### config.mk
export PLATFORM = sky130hd
export DESIGN_NAME = pipe_ctrl
export DESIGN_NICKNAME = d
export VERILOG_FILES = /design/src/rtl/pipe_ctrl_pkg.sv /design/src/rtl/pipe_ctrl_stall_cnt.sv /design/src/rtl/pipe_ctrl.sv
export SDC_FILE = /design/constraint.sdc
export NUM_CORES = 1
export LEC_CHECK = 0
export ABC_CLOCK_PERIOD_IN_PS = 7000
export CAP_MARGIN = 20
export CORE_AREA = 2 2 90 92
export DETAILED_ROUTE_END_ITERATION = 6
export DIE_AREA = 0 0 92 94
export GPL_TIMING_DRIVEN = 0
export PLACE_DENSITY_LB_ADDON = 0.25
export SYNTH_ARGS = -nofsm -noshare
export SYNTH_HDL_FRONTEND = slang
export SYNTH_SLANG_ARGS = --single-unit
### constraint.sdc
create_clock -name clk -period 7 [get_ports clk]
set_input_delay 1.4 -clock clk [delete_from_list [all_inputs] [get_ports clk]]
set_output_delay 1.4 -clock clk [all_outputs]
set_load 0.02 [all_outputs]
### src/rtl/pipe_ctrl_pkg.sv
// pipe_ctrl_pkg: controller state encoding and load-use hazard helper
package pipe_ctrl_pkg;
  typedef enum logic [1:0] {
    RUN       = 2'd0,
    MDU_WAIT  = 2'd1,
    JUMP_PEND = 2'd2
  } ctrl_state_e;
  function automatic logic load_use(input logic ld, input logic [4:0] rd, input logic [4:0] rs1, input logic [4:0] rs2);
    return ld && rd != 5'd0 && (rd == rs1 || rd == rs2);
  endfunction
endpackage

### src/rtl/pipe_ctrl_stall_cnt.sv
// pipe_ctrl_stall_cnt: saturating event counter with sync clear (clear wins) and async reset
module pipe_ctrl_stall_cnt #(
  parameter int CNT_W = 32
) (
  input  logic             clk,
  input  logic             rst,
  input  logic             clr,
  input  logic             en,
  output logic [CNT_W-1:0] cnt
);
  always_ff @(posedge clk or posedge rst)
    if (rst) cnt <= '0;
    else cnt <= clr ? '0 : (en && !(&cnt)) ? cnt + 1'b1 : cnt;
endmodule

### src/rtl/pipe_ctrl.sv
// pipe_ctrl: hold/flush/redirect sequencing for the IF-ID-EX pipeline with stall-cycle counter
module pipe_ctrl
  import pipe_ctrl_pkg::*;
#(
  parameter int ADDR_W = 32,
  parameter int CNT_W  = 32
) (
  input  logic              clk,
  input  logic              rst,
  input  logic              jump_en_i,
  input  logic [ADDR_W-1:0] jump_addr_i,
  input  logic [4:0]        id_rs1_addr_i,
  input  logic [4:0]        id_rs2_addr_i,
  input  logic [4:0]        ex_rd_addr_i,
  input  logic              ex_load_i,
  input  logic              mdu_start_i,
  input  logic              mdu_done_i,
  input  logic              bus_hold_req_i,
  input  logic              perf_clr_i,
  output logic              pc_hold_o,
  output logic              if_id_hold_o,
  output logic              id_ex_hold_o,
  output logic              if_id_flush_o,
  output logic              id_ex_flush_o,
  output logic              pc_jump_o,
  output logic [ADDR_W-1:0] pc_jump_addr_o,
  output logic [CNT_W-1:0]  stall_cnt_o,
  output logic [1:0]        state_o
);
  ctrl_state_e state, state_n;
  logic [ADDR_W-1:0] pend_addr;
  logic done_pend, run, mw, jp, mdu_go, stall, jmp, bubble;
  assign run = state == RUN;
  assign mw = state == MDU_WAIT;
  assign jp = state == JUMP_PEND;
  assign mdu_go = mdu_start_i && !mdu_done_i;
  assign state_o = state;
  // a done pulse that lands under a bus wait-state is remembered until the bus frees
  always_ff @(posedge clk or posedge rst)
    if (rst) begin
      state <= RUN;
      pend_addr <= '0;
      done_pend <= 1'b0;
    end else begin
      state <= state_n;
      pend_addr <= (run && bus_hold_req_i && jump_en_i) ? jump_addr_i : pend_addr;
      done_pend <= mw && bus_hold_req_i && (done_pend || mdu_done_i);
    end
  always_comb begin
    state_n = RUN;
    case (state)
      RUN:       state_n = jump_en_i ? (bus_hold_req_i ? JUMP_PEND : RUN) : (mdu_go ? MDU_WAIT : RUN);
      MDU_WAIT:  state_n = (bus_hold_req_i || !(mdu_done_i || done_pend)) ? MDU_WAIT : RUN;
      JUMP_PEND: state_n = bus_hold_req_i ? JUMP_PEND : RUN;
      default:   state_n = RUN;
    endcase
  end
  // outputs are forced quiet while reset is asserted, regardless of inputs
  always_comb begin
    stall = !rst && (bus_hold_req_i || (run && !jump_en_i && mdu_go) || (mw && !(mdu_done_i || done_pend)));
    jmp = !rst && !bus_hold_req_i && (jp || (run && jump_en_i));
    bubble = !rst && !bus_hold_req_i && run && !jump_en_i && !mdu_go
             && load_use(ex_load_i, ex_rd_addr_i, id_rs1_addr_i, id_rs2_addr_i);
    pc_hold_o = stall || bubble;
    if_id_hold_o = stall || bubble;
    id_ex_hold_o = stall;
    if_id_flush_o = jmp;
    id_ex_flush_o = jmp || bubble;
    pc_jump_o = jmp;
    pc_jump_addr_o = (jmp && jp) ? pend_addr : jump_addr_i;
  end
  pipe_ctrl_stall_cnt #(.CNT_W(CNT_W)) u_stall_cnt (
    .clk(clk),
    .rst(rst),
    .clr(perf_clr_i),
    .en(pc_hold_o),
    .cnt(stall_cnt_o)
  );
endmodule

==> flow_metrics.tcl <==
set metrics [dict create \
    outcome "finished clean" \
    cts_hold_buffers 0 \
    setup_viol_count_final 0 \
    r2r_end "u_stall_cnt.cnt[1]$_DFFE_PP0P_" \
    reg2reg_from "u_stall_cnt.cnt[14]$_DFFE_PP0P_" \
    grt_max_degree 69 \
    clock-sinks 67 \
    fin_nets 533 \
    syn_inst 341 \
    cp_cell_sequence "clkdlybuf4s50_1 -> nor3_1 -> and2_1 -> clkbuf_1 -> buf_1 -> mux2_2 -> clkdlybuf4s50_1" \
    totalWireLength_um 9609 \
    maxCapViolations 0 \
    r2r_slack_ns 4.32 \
    power_uw 1090 \
    synth_edf_count 0 \
    drv_slew 0 \
    clock_latency_ns 0.35 \
    drt_iter0_drc 99 \
    drive_above_1_share_pct 20.12 \
    power_frac_seq_pct 42.4 \
    worstPathRequired_ns 5.60 \
    rows 32 \
    syn-num-nets 397 \
    area_growth_pct 44.90 \
    cts_made_buffers 9 \
    async_flop_share_pct 100.0 \
    critPathArrivalTime_ns 4.04 \
    final.min_clock_period_ns 5.441 \
    slowest_delay_ns 0.56 \
    yosysWarnings 0 \
    power.leakage_uw 0.002004 \
    power_density_nw_per_um2 206.0 \
    place_congestion 0.8171 \
    io_pins 127 \
    cts_tree "built" \
    postSynthAreaPerCell_sq_um 10.71 \
    cp_num_buf_inv 4 \
    port_buffers 125 \
    critPathKind "input port to output pin" \
    holdPathEnd "pend_addr[28]$_DFFE_PP0P_" \
    post_cts_buffers 0 \
    cts_buffer_depth 2 \
    path_delay_family "buffers and inverters" \
    cts_root_buffer "clkbuf_8" \
    synth_cell_type_count 43 \
    dieArea_sq_um 8648 \
    drc_errors 0 \
    fmax_mhz 183.8 \
    gr-total-overflow 0 \
    hold_viol 0 \
    cp_slowest_cell "clkdlybuf4s50_1" \
    dieWidth_um 92 \
    clkPwrFrac_pct 38.2 \
    fin_setup_tns_ns 0 \
    grt_util_all_layers_pct 22.80 \
    initial_utilization_pct 48.03 \
    grt_first_pass_wirelength_um 15540 \
    ant_nets 0 \
    power_frac_comb_pct 19.3 \
    n_antenna_cell 0 \
    r2r_cells 8 \
    path_max_fanout 10 \
    end_kind "output pin" \
    dp_hpwl_um 6956 \
    via_count 3232 \
    synth_ff_type "dfrtp_1" \
    first_pass_iters 4 \
    synth_area_sq_um 3654 \
    synth_seq_cells 67 \
    antenna_found_initial 0 \
    cts_resized 0 \
    vias_per_cell 5.534 \
    relSlewSlack_pct 42.46 \
    coreArea_sq_um 7607 \
    rsz0062_at_grt "false" \
    hold_depth 1 \
    startpoint "bus_hold_req_i" \
    intPower_uw 816.5 \
    swShare_pct 25.11 \
    hp-class "register to register" \
    cpMostUsedCell "clkdlybuf4s50_1" \
    dieHeight_um 94 \
    synth-seq-area-share_pct 45.89 \
    wl_per_cell_um 16.45 \
    fin_skew_ns 0.01500 \
    tightestPinTransition_ns 0.8632 \
    worstSetupStartpointType "input port" \
    cts_max_level 3 \
    hold_slack_ns 0.5067 \
    holdCritStartpoint "pend_addr[28]$_DFFE_PP0P_" \
    min_period_over_period_pct 77.73 \
    p_switching_uw 273.8 \
    path_clk_slew_ns 0.07 \
    grt_pass1_vias 3237 \
    peakVddDrop_mv 0.1432 \
]
==> worst max path at each step <==
stage / endpoint / slack, ns / cells after the start
floorplan: pc_hold_o / 1.86 / 4
global placement: pc_hold_o / 0.11 / 6
detailed placement: pc_jump_addr_o[1] / 1.55 / 7
CTS: pc_jump_addr_o[1] / 1.53 / 7
global route: pc_jump_addr_o[2] / 1.37 / 7
finish: pc_jump_addr_o[2] / 1.56 / 7
==> kinds of logic (layout without fill, tap and decap cells) <==
kind of cell,Yosys count,count (layout),synth area share [%]
simple gates,107,107,17.09
mux,68,68,20.92
flops,67,67,45.89
compound gates,57,57,9.247
buf+inv,28,169,3.390
xor+xnor,13,13,3.116
fa+ha+maj,1,1,0.3424
==> layer usage <==
metal | wire [um] | up-vias | part of all wire (%) | GRT usage [%]
met5 | 0 | - | 0 | 0
met4 | 161 | 0 | 1.7 | 8.333
met3 | 565 | 15 | 5.9 | 5.217
met2 | 4860 | 104 | 51 | 37.93
met1 | 4022 | 1576 | 42 | 29.26
li1 | - | 1537 | - | -
==> through the flow <==
| stage | setup WS, ns | utilization [%] | instances | area, sq um |
|---|---|---|---|---|
| finish | 1.559 | 69.59 | 584 | 5294 |
| global route | 1.365 | 69.59 | 584 | 5294 |
| CTS | 1.531 | 69.59 | 584 | 5294 |
| detailed placement | 1.553 | 66.18 | 568 | 5035 |
| global placement | 0.1099 | 66.15 | 568 | 5032 |
| floorplan | 1.859 | - | 341 | 3654 |
==> placed cells by master (no fill, tap or decap), types with 4 or more instances in the layout <==
master           instances
clkdlybuf4s50_1        125
mux2_2                  67
dfrtp_1                 67
a21oi_1                 24
nand2_1                 19
or4_1                   15
nor2_1                  13
o21ai_0                 13
or3_1                   13
o31ai_1                 12
clkbuf_8                11
xnor2_1                 10
nand3_1                 10
nand4_1                  9
clkbuf_1                 7
inv_1                    7
buf_1                    6
nor2b_1                  5
nor4_1                   5
buf_4                    4
==> synthesized netlist by cell type (all sizes together) (3+ instances only) <==
library cell  number  area share [%]
inv                8            0.82
nor3               3            0.41
or4               15             3.1
or3               13             2.2
o21ai             14             1.9
nor4               5            0.86
clkbuf             7            0.72
nand2             19             2.0
nor2b              5            0.86
dfrtp             67              46
mux2              67              21
nor2              14             1.6
buf               13             1.8
a21oi             24             3.3
nand3             12             1.9
nand4             10             1.9
xnor2             10             2.4
o31ai             12             2.5
xor2               3            0.72
==> state kept, by name, summed over array words and instances (netlist names) <==
name             count
pend_addr           32
u_stall_cnt.cnt     32
done_pend            1
state_o              2
==> final cells by class <==
| class | instances | area (sq um) |
|---|---|---|
| Clock inverter | 5 | 107.6 |
| Inverter | 8 | 32.53 |
| Multi-Input combinational cell | 246 | 1853 |
| Fill cell | 594 | 2313 |
| Sequential cell | 67 | 1677 |
| Buffer | 20 | 93.84 |
| Timing Repair Buffer | 125 | 1251 |
| Clock buffer | 11 | 151.4 |
| Tap cell | 102 | 127.6 |
==> power by group through the flow <==
| stage | Sequential [uW] | Combinational (uW) | Clock, uW |
|---|---|---|---|
| finish | 463 | 211 | 417 |
| floorplan | 463 | 123 | 0 |
| global placement | 466 | 206 | 0 |
| CTS | 462 | 213 | 423 |
| detailed placement | 470 | 212 | 0 |
| global route | 468 | 226 | 436 |
No activity file was read; power rests on OpenSTA's default activity.
